## src/rtl/vga_pkg.sv

```systemverilog
// ============================================================================
// Module  : vga_pkg
// Purpose : Shared VGA timing constants, colour type and width helper.
// Revision: 1.0 - initial release
// ============================================================================
`default_nettype none

package vga_pkg;
   localparam int COLOR_W  = 12;
   typedef logic [COLOR_W-1:0] color_t;
   localparam color_t WHITE = 12'hFFF;

   localparam int H_LAST   = 799;
   localparam int V_LAST   = 524;
   localparam int H_ACTIVE = 640;
   localparam int V_ACTIVE = 480;

   // Counter/address width that never collapses to zero bits.
   function automatic int clog2_min1(input int n);
      return (n > 1) ? $clog2(n) : 1;
   endfunction
endpackage

`default_nettype wire

```

## src/rtl/sprite_anim_ctr.sv

```systemverilog
// ============================================================================
// Module  : sprite_anim_ctr
// Purpose : Divides a tick stream by DIV and steps an index modulo COUNT.
// Revision: 1.0 - initial release
// ============================================================================
`default_nettype none

module sprite_anim_ctr
   import vga_pkg::*;
#(
   parameter int DIV   = 8,
   parameter int COUNT = 4,
   parameter int IDX_W = clog2_min1(COUNT)
) (
   input  logic             clk,
   input  logic             rst,
   input  logic             tick,
   output logic [IDX_W-1:0] idx
);
   localparam int DIV_W = clog2_min1(DIV);

   logic [DIV_W-1:0] r_div;
   logic [IDX_W-1:0] r_idx;

   always_ff @(posedge clk or negedge rst) begin
      if (!rst) begin
         r_div <= '0;
         r_idx <= '0;
      end else if (tick) begin
         if (r_div == DIV_W'(DIV - 1)) begin
            r_div <= '0;
            if (r_idx == IDX_W'(COUNT - 1)) r_idx <= '0;
            else                           r_idx <= r_idx + IDX_W'(1);
         end else begin
            r_div <= r_div + DIV_W'(1);
         end
      end
   end

   assign idx = r_idx;
endmodule

`default_nettype wire

```

## src/rtl/sprite_overlay.sv

```systemverilog
// ============================================================================
// Module  : sprite_overlay
// Purpose : Movable, scaled, animated sprite keyed onto a background stream.
//           Optional blink support when SPRITE_BLINK_EN is defined.
// Revision: 1.0 - initial release
// ============================================================================
`default_nettype none

module sprite_overlay
   import vga_pkg::*;
#(
   parameter int     W           = 12,
   parameter int     H           = 11,
   parameter int     FRAMES      = 4,
   parameter int     FRAME_DIV   = 8,
   parameter int     SCALE_LOG2  = 0,
   parameter color_t TRANSPARENT = 12'hFFF,
   parameter int     X_RST       = 265,
   parameter int     Y_RST       = 277,
`ifdef SPRITE_BLINK_EN
   parameter int     BLINK_DIV   = 30,
`endif
   localparam int    FRAME_W     = clog2_min1(FRAMES),
   localparam int    ROW_W       = clog2_min1(H),
   localparam int    COL_W       = clog2_min1(W),
   localparam int    ADDR_W      = FRAME_W + ROW_W + COL_W
) (
   input  logic               clk,
   input  logic               rst,
   input  logic               en,
   input  logic               bright,
   input  logic [9:0]         hCount,
   input  logic [9:0]         vCount,
   input  color_t             background,
   input  logic               pos_wr,
   input  logic [9:0]         pos_x,
   input  logic [9:0]         pos_y,
`ifdef SPRITE_BLINK_EN
   input  logic               blink,
`endif
   output logic [ADDR_W-1:0]  rom_addr,
   input  color_t             rom_data,
   output logic [FRAME_W-1:0] frame_idx,
   output color_t             rgb
);
   localparam logic [10:0] c_w_span = 11'(W << SCALE_LOG2);
   localparam logic [10:0] c_h_span = 11'(H << SCALE_LOG2);

   logic       w_boundary;
   logic [9:0] r_x0, r_y0, r_px, r_py;
   logic       r_pend;
   logic       w_in_x, w_in_y, w_gate, w_on;
   logic [9:0] w_dx, w_dy;
   logic       r_on_d, r_bright_d;
   color_t     r_bg_d;

   assign w_boundary = (hCount == 10'(H_LAST)) && (vCount == 10'(V_LAST));

   // Position is double-buffered so a frame never sees a torn move.
   always_ff @(posedge clk or negedge rst) begin
      if (!rst) begin
         r_x0   <= 10'(X_RST);
         r_y0   <= 10'(Y_RST);
         r_px   <= 10'(X_RST);
         r_py   <= 10'(Y_RST);
         r_pend <= 1'b0;
      end else begin
         if (pos_wr) begin
            r_px   <= pos_x;
            r_py   <= pos_y;
            r_pend <= 1'b1;
         end
         if (w_boundary) begin
            if (pos_wr) begin
               r_x0 <= pos_x;
               r_y0 <= pos_y;
            end else if (r_pend) begin
               r_x0 <= r_px;
               r_y0 <= r_py;
            end
            r_pend <= 1'b0;
         end
      end
   end

   // 11-bit compares so windows extending past the raster clip rather than wrap.
   assign w_in_x = ({1'b0, hCount} >= {1'b0, r_x0}) &&
                   ({1'b0, hCount} <  ({1'b0, r_x0} + c_w_span));
   assign w_in_y = ({1'b0, vCount} >= {1'b0, r_y0}) &&
                   ({1'b0, vCount} <  ({1'b0, r_y0} + c_h_span));
   assign w_on   = rst && en && w_in_x && w_in_y && w_gate;

   assign w_dx = hCount - r_x0;
   assign w_dy = vCount - r_y0;
   assign rom_addr = w_on ? {frame_idx, ROW_W'(w_dy >> SCALE_LOG2), COL_W'(w_dx >> SCALE_LOG2)}
                          : '0;

   sprite_anim_ctr #(
      .DIV   (FRAME_DIV),
      .COUNT (FRAMES),
      .IDX_W (FRAME_W)
   ) u_anim (
      .clk  (clk),
      .rst  (rst),
      .tick (w_boundary),
      .idx  (frame_idx)
   );

`ifdef SPRITE_BLINK_EN
   logic       r_blink;
   logic [0:0] w_phase;

   always_ff @(posedge clk or negedge rst) begin
      if (!rst)            r_blink <= 1'b0;
      else if (w_boundary) r_blink <= blink;
   end

   // Phase 0 means shown, so the flag comes out of reset visible.
   sprite_anim_ctr #(
      .DIV   (BLINK_DIV),
      .COUNT (2),
      .IDX_W (1)
   ) u_blink (
      .clk  (clk),
      .rst  (rst),
      .tick (w_boundary),
      .idx  (w_phase)
   );

   assign w_gate = (w_phase == 1'b0) || !r_blink;
`else
   assign w_gate = 1'b1;
`endif

   always_ff @(posedge clk or negedge rst) begin
      if (!rst) begin
         r_on_d     <= 1'b0;
         r_bright_d <= 1'b0;
         r_bg_d     <= '0;
      end else begin
         r_on_d     <= w_on;
         r_bright_d <= bright;
         r_bg_d     <= background;
      end
   end

   always_comb begin
      rgb = '0;
      if (r_bright_d) begin
         if (r_on_d && (rom_data != TRANSPARENT)) rgb = rom_data;
         else                                     rgb = r_bg_d;
      end
   end
endmodule

`default_nettype wire
```

## config.mk

```make
export PLATFORM = sky130hd
export DESIGN_NAME = sprite_overlay
export DESIGN_NICKNAME = d
export VERILOG_FILES = /design/src/rtl/vga_pkg.sv /design/src/rtl/sprite_anim_ctr.sv /design/src/rtl/sprite_overlay.sv
export SDC_FILE = /design/constraint.sdc
export NUM_CORES = 1
export LEC_CHECK = 0
export BUFFER_PORTS_ARGS = -buffer_cell sky130_fd_sc_hd__buf_2
export CELL_PAD_IN_SITES_DETAIL_PLACEMENT = 1
export CELL_PAD_IN_SITES_GLOBAL_PLACEMENT = 1
export CORE_MARGIN = 1
export CORE_UTILIZATION = 40
export DETAILED_ROUTE_END_ITERATION = 8
export HOLD_SLACK_MARGIN = 0.08
export PLACE_DENSITY = 0.8
export SLEW_MARGIN = 5
export SYNTH_ARGS = -nofsm -noshare
export SYNTH_HDL_FRONTEND = slang
export SYNTH_SLANG_ARGS = --single-unit
```

## constraint.sdc

```tcl
create_clock -name clk -period 3.7 [get_ports clk]
set_clock_uncertainty 0.1 [all_clocks]
set_input_delay 0.185 -clock clk [delete_from_list [all_inputs] [get_ports clk]]
set_output_delay 0.185 -clock clk [all_outputs]
set_load 0.1 [all_outputs]
```

**Word-level counts from Yosys, hierarchy flattened**

Index checks and enable logic that the tools add are counted.

- Word-level logic and storage cells: 47
- Register bits: 60

- Order comparisons: 4
- Equality and inequality tests: 5
- Reductions and logical operators: 11
- Multiplexer cells: 11
- Add/sub/neg operators: 6

Operators with widths:

| cell | count |
|---|---|
| 10-bit 2-to-1 mux | 5 |
| 12-bit 2-to-1 mux | 2 |
| 10-bit by 4-bit adder with 11-bit output, second input constant | 2 |
| 10-bit by 11-bit < comparator with 1-bit output | 2 |
| 10-bit equality test, second input constant | 2 |
| 10-bit greater-or-equal comparator | 2 |
| 12-bit != test, second input constant | 1 |
| 4-bit subtractor | 2 |
| 1-bit logical AND | 7 |
| 2-bit AND reduction | 2 |
| 2-bit nonzero test | 2 |
| 3-bit by 1-bit adder with 3-bit output, second input constant | 1 |
| 3-bit equality test, second input constant | 1 |
| 3-bit 2-to-1 mux | 1 |
| 2-bit by 1-bit adder with 2-bit output, second input constant | 1 |
| 2-bit equality test, second input constant | 1 |
| 1-bit 2-to-1 mux | 2 |
| 2-bit 2-to-1 mux | 1 |

**Depth between registers and ports, before layout**

- Word-level depth: 6
- Depth in mapped cells: 12

**Cells and area by module**

From an unflattened synthesis, not the netlist that was laid out.

- Cell total of the unflattened synthesis: 339
- Area total of the unflattened synthesis: 3,960.0 µm²

Modules (own cells, without submodules):

| module | cells each | area an instance (µm²) | sequential area each (µm²) | instances |
|---|---|---|---|---|
| sprite_overlay | 323 | 3,719.8 | 1,393.8 | 1 |
| sprite_anim_ctr | 16 | 240.2 | 125.1 | 1 |

**Least setup slack after synthesis**

OpenSTA, ideal clock, no wires.

- Kind: register -> output
- Start point: register r_x0[3]
- End point: output port rom_addr[9]
- Stages on the path, launching flop included: 11
- Setup slack: -1.894 ns
- Path buffers: 0
- Required time: 3.415 ns
- Data arrival time: 5.309 ns
- Cells stage by stage: dfstp_2 -> inv_1 -> ha_1 -> and3b_4 -> nand3_1 -> xnor2_1 -> ha_1 -> nand2_1 -> and3b_1 -> or3_4 -> nor4b_1

- Longest elaborated chain between the ends: 6
- Elaborated cells on any way between the ends: 7
- Classes of those cells: 1 x add/sub; 2 x order compare; 1 x mux; 3 x reduce/logical

RTL lines:

| what | RTL line | source |
|---|---|---|
| start, declared | sprite_overlay.sv:50 | `logic [9:0] r_x0, r_y0, r_px, r_py;` |
| start signal, assigned | sprite_overlay.sv:62 | `r_x0 <= 10'(X_RST);` |
| start signal, assigned | sprite_overlay.sv:75 | `r_x0 <= pos_x;` |
| start signal, assigned | sprite_overlay.sv:78 | `r_x0 <= r_px;` |
| 10-bit by 4-bit adder with 11-bit output | sprite_overlay.sv:88 | `({1'b0, hCount} < ({1'b0, r_x0} + c_w_span));` |
| 10-bit by 11-bit < comparator with 1-bit output | sprite_overlay.sv:88 |  |
| 1-bit logical AND * | sprite_overlay.sv:87 | `assign w_in_x = ({1'b0, hCount} >= {1'b0, r_x0}) &&` |
| 1-bit logical AND * (2 in a row) | sprite_overlay.sv:91 | `assign w_on = rst && en && w_in_x && w_in_y && w_gate;` |
| 10-bit 2-to-1 mux * | sprite_overlay.sv:95 | `assign rom_addr = w_on ? {frame_idx, ROW_W'(w_dy >> SCALE_LOG2), COL_W'(w_dx >> SCALE_LOG2)}` |
| end, declared | sprite_overlay.sv:41 | `output logic [ADDR_W-1:0] rom_addr,` |

Mark *: on every way between the ends. The rest lies on a longest branch, timed or not.

**Final worst setup path**

- Start point: register r_x0[3]
- End point: output port rom_addr[2]

The elaborated chain is that of the path after synthesis.

==> impl_results.md <==
- Slowest stage cell on the critical path: dfstp_2
- Share of layout cells above drive strength 1: between 30% and 40%
- Max-cap violation count: 0
- Hold Crit Start: hCount[0]
- Class of the worst hold path: input pin to flop
- M1 WL: 5.07 mm
- Place WS: 0.310 ns
- Synth unique cells: 46
- DRT iter0 DRCs: slightly below 90
- Synthesized Nets: ~460
- Adder and majority gate portion of the synthesized area: between 10% and 20%
- Die footprint: ~10000 um^2
- Initial antenna violation count: 0
- Mapped cell area: 3740 um^2
- CP max FO: 6
- Filler cells: 969
- Worst path arrival time: between 3 and 4 ns
- Most frequent cells in the layout: buf_2 (82), dfrtp_1 (46), ha_1 (40), dlygate4sd3_1 (34), mux2_2 (26)
- Top Family by Delay on Critical Path: simple AND/OR/NAND/NOR gates
- Final WL: approximately 13 mm
- Gr ovfl total: 0
- # IOs: 93
- Sw frac: about 29%
- R2R depth: 13
- Die width: between 90 and 100 um
- Worst Hold End: r_pend$_DFFE_PN0P_
- Vias: roughly 3.3k
- GRT Util Overall: 25.8%
- Min Tclk post-route: 3.71 ns
- DIE HEIGHT: roughly 99 um
- RSZ-0062 raised after global routing: true
- Xor/xnor cell area share of the yosys netlist: 4.22%
- Worst hold path depth: 4
- Worst Path Class, Setup: flop to output port
- Core area: 8890 um^2
- Max clock buf depth: 2
- Setup tns final: -0.0224 ns
- Max Used Layer: met4
- Clock network power share: a little under two fifths
- Violated checks: negative setup slack
- H-tree Lvls: 3
- RR Endpoint: r_on_d$_DFF_PN0_
- Placement-stage cell area: 4490 um^2
- Register Area: roughly 1500 um^2
- Critical Path End Type: output port
- Post-synth EDFFs: 0
- Crit share post-route: 100%
- Synthesized flop and latch total: 60
- Post-synthesis mux area share: 11.0%
- Worst rel slew slack: about half
- Cell Pwr Density: about 290 nW/um^2
- Layout area overhead: 42.5%
- DRC violations left: 0
- GP Congestion: ~0.9
- CP Cell Sequence: inv_4 -> ha_4 -> and3b_4 -> buf_6 -> xnor2_2 -> ha_1 -> nand2_1 -> o21ai_1 -> and3b_2 -> or3_4 -> nor4_4 -> buf_12
- Status: finished with violations
- PortBufs: 92
- Hold Fails Final Rpt: 0
- NetSw: around 440 uW
- Final setup viols: 4
- Avg Vias per Cell: 5.51
- Largest family of logic cells by synthesized area: adder cells
- Number of clock sinks: 60
- TritonCTS clock tree: done
- Syn Area/Cell: 10.9 um^2
- 1st-pass router iterations: 4
- R2R setup slack: around 0.74 ns
- Most common cell after layout, fill and taps aside: buf_2
- Routed wl met3: approximately 600 um
- P_leak: 2.52 nW
- Final WS setup: -0.0125 ns
- CP bufs+invs: 3
- Multi-input logic area: ~2300 um^2
- Setup crit start kind: flop
- # rows: 34
- Cell Int Power: ~1.1 mW
- Top FF cell, synth: dfrtp_1
- Routed Antenna Nets: 0
- Fin. max-slew vios: 0
- Post-synthesis cell count: between 300 and 400
- Reg power frac: roughly 45%
- Post-synth ARST share: between 90% and 100%
- Global-route wire length before repair: between 15 and 20 mm
- CP max stage delay: approximately 0.56 ns
- Synth Area in Compound Gates: 9.90%
- Post-Synth Simple-Gate Area: around 15%
- Yosys warnings: 0
- Design area: around 5300 um^2
- Routed wl met2: approximately 6.5 mm
- Clk pin slew, worst setup/hold paths: roughly 0.07 ns
- Antenna diode count: 0
- CTS Buf Count: 9
- Worst slew pin tran: between 0.7 and 0.8 ns
- Combinational share of power: about 17%
- Initial core utilization: about 42%
- CTS Root Cell: clkbuf_8
- Worst vdd ir: 0.161 mV
- Vias in the first global route: 3,672
- WL/cell: around 21 um
- Dpl hpwl: around 8 mm
- Critical Path RT: 3.41 ns
- Seq/Total Area, Yosys: 40.6%
- Reg2reg start: r_y0[1]$_DFFE_PN0P_
- Largest net degree at the start of global routing: between 60 and 70
- Final Net Count: between 600 and 700
- Worst skew pair latency: between 0.3 and 0.4 ns
- Maximum operating frequency: between 200 and 300 MHz
## timing repair
item,CTS,global route
endpoints found under the hold margin,79,0
setup endpoints to repair,10,10
pin swaps,3,23
resized for setup,17,23
setup buffers,2,10
hold buffers,34,0
gates cloned,1,0
## cell usage after synthesis, types with 5 or more instances
library cell  count  share of area (%)
dfrtp_1          46                 31
clkbuf_1          5               0.50
inv_1            24                2.4
nor2b_1          17                2.8
nor2_1            8               0.80
nand3_1           5               0.67
mux2i_1          12                3.2
o211ai_1          5                1.0
nand2_1          25                2.5
ha_1             43                 14
nand4_1           7                1.2
dfstp_2          14                9.8
nor4_2            5                1.7
mux2_2           26                7.8
o21ai_0          25                3.3
xnor2_1          15                3.5
a21oi_1           8                1.1
## routing by layer
metal	global-route usage (%)	vias up
met5	0	-
met4	12.2	0
met3	6.10	38
met2	46.4	126
met1	28.7	1629
li1	-	1524
## flip-flops by register name, summed over array words and instances, names as in the netlist
name,count
r_on_d,1
r_py,10
r_bg_d,12
r_px,10
r_bright_d,1
u_anim.r_div,3
r_y0,10
u_anim.idx,2
r_pend,1
r_x0,10
## logic make-up (layout without fill, tap and decap cells)
| group | count (synthesis) | in the layout |
|---|---|---|
| simple gates | 88 | 89 |
| buf+inv | 35 | 184 |
| mux | 38 | 38 |
| fa+ha+maj | 45 | 45 |
| compound gates | 60 | 60 |
| xor+xnor | 18 | 18 |
| flops | 60 | 60 |
## cell type report
class | count | share of cell area (%)
sequential | 60 | 28.5
clock inverter | 7 | 1.27
tap | 108 | 2.54
multi-input combinational | 250 | 42.8
clock buffer | 9 | 2.33
inverter | 24 | 1.74
timing repair buffer | 144 | 20.8
## per-stage QoR
stage	hold slack, ns	util (%)	std cells	power, mW
floorplan	-0.211	-	344	0.837
global placement	0.192	50.5	539	0.921
detailed placement	0.194	50.5	539	0.930
CTS	0.214	57.9	592	1.55
global route	0.293	59.9	602	1.60
finish	0.260	59.9	602	1.55
## power groups by stage
| stage | Clock (mW) | Sequential, mW | Combinational [mW] |
|---|---|---|---|
| 2_1_floorplan | 0 | 0.707 | 0.130 |
| 3_3_place_gp | 0 | 0.710 | 0.211 |
| 3_5_place_dp | 0 | 0.712 | 0.218 |
| 4_1_cts | 0.599 | 0.699 | 0.253 |
| 5_1_grt | 0.615 | 0.703 | 0.282 |
| 6_report | 0.587 | 0.700 | 0.263 |
## worst register-to-register path: cells and delay by family (launching register included)
kind | cells | cell delay (ns)
and+or+nand+nor | 3 | 0.22
AOI/OAI and AO/OA | 3 | 0.73
buffers and inverters | 4 | 0.81
adders and majority gates | 2 | 0.51
xor gates and xnor gates | 1 | 0.07
DFF | 1 | 0.39
## how the worst max path moves through the flow
stage / slack [ns] / cells after the start / startpoint / to
floorplan: -0.64 / 11 / r_x0[3]$_DFFE_PN1P_ / rom_addr[2]
global placement: 0.49 / 11 / r_x0[3]$_DFFE_PN1P_ / rom_addr[1]
detailed placement: 0.31 / 11 / r_x0[3]$_DFFE_PN1P_ / rom_addr[6]
CTS: 0.01 / 12 / r_y0[0]$_DFFE_PN1P_ / rom_addr[1]
global route: -0.14 / 12 / r_y0[2]$_DFFE_PN1P_ / rom_addr[1]
finish: -0.01 / 12 / r_x0[3]$_DFFE_PN1P_ / rom_addr[2]
Power figures use the tool's default switching activity.
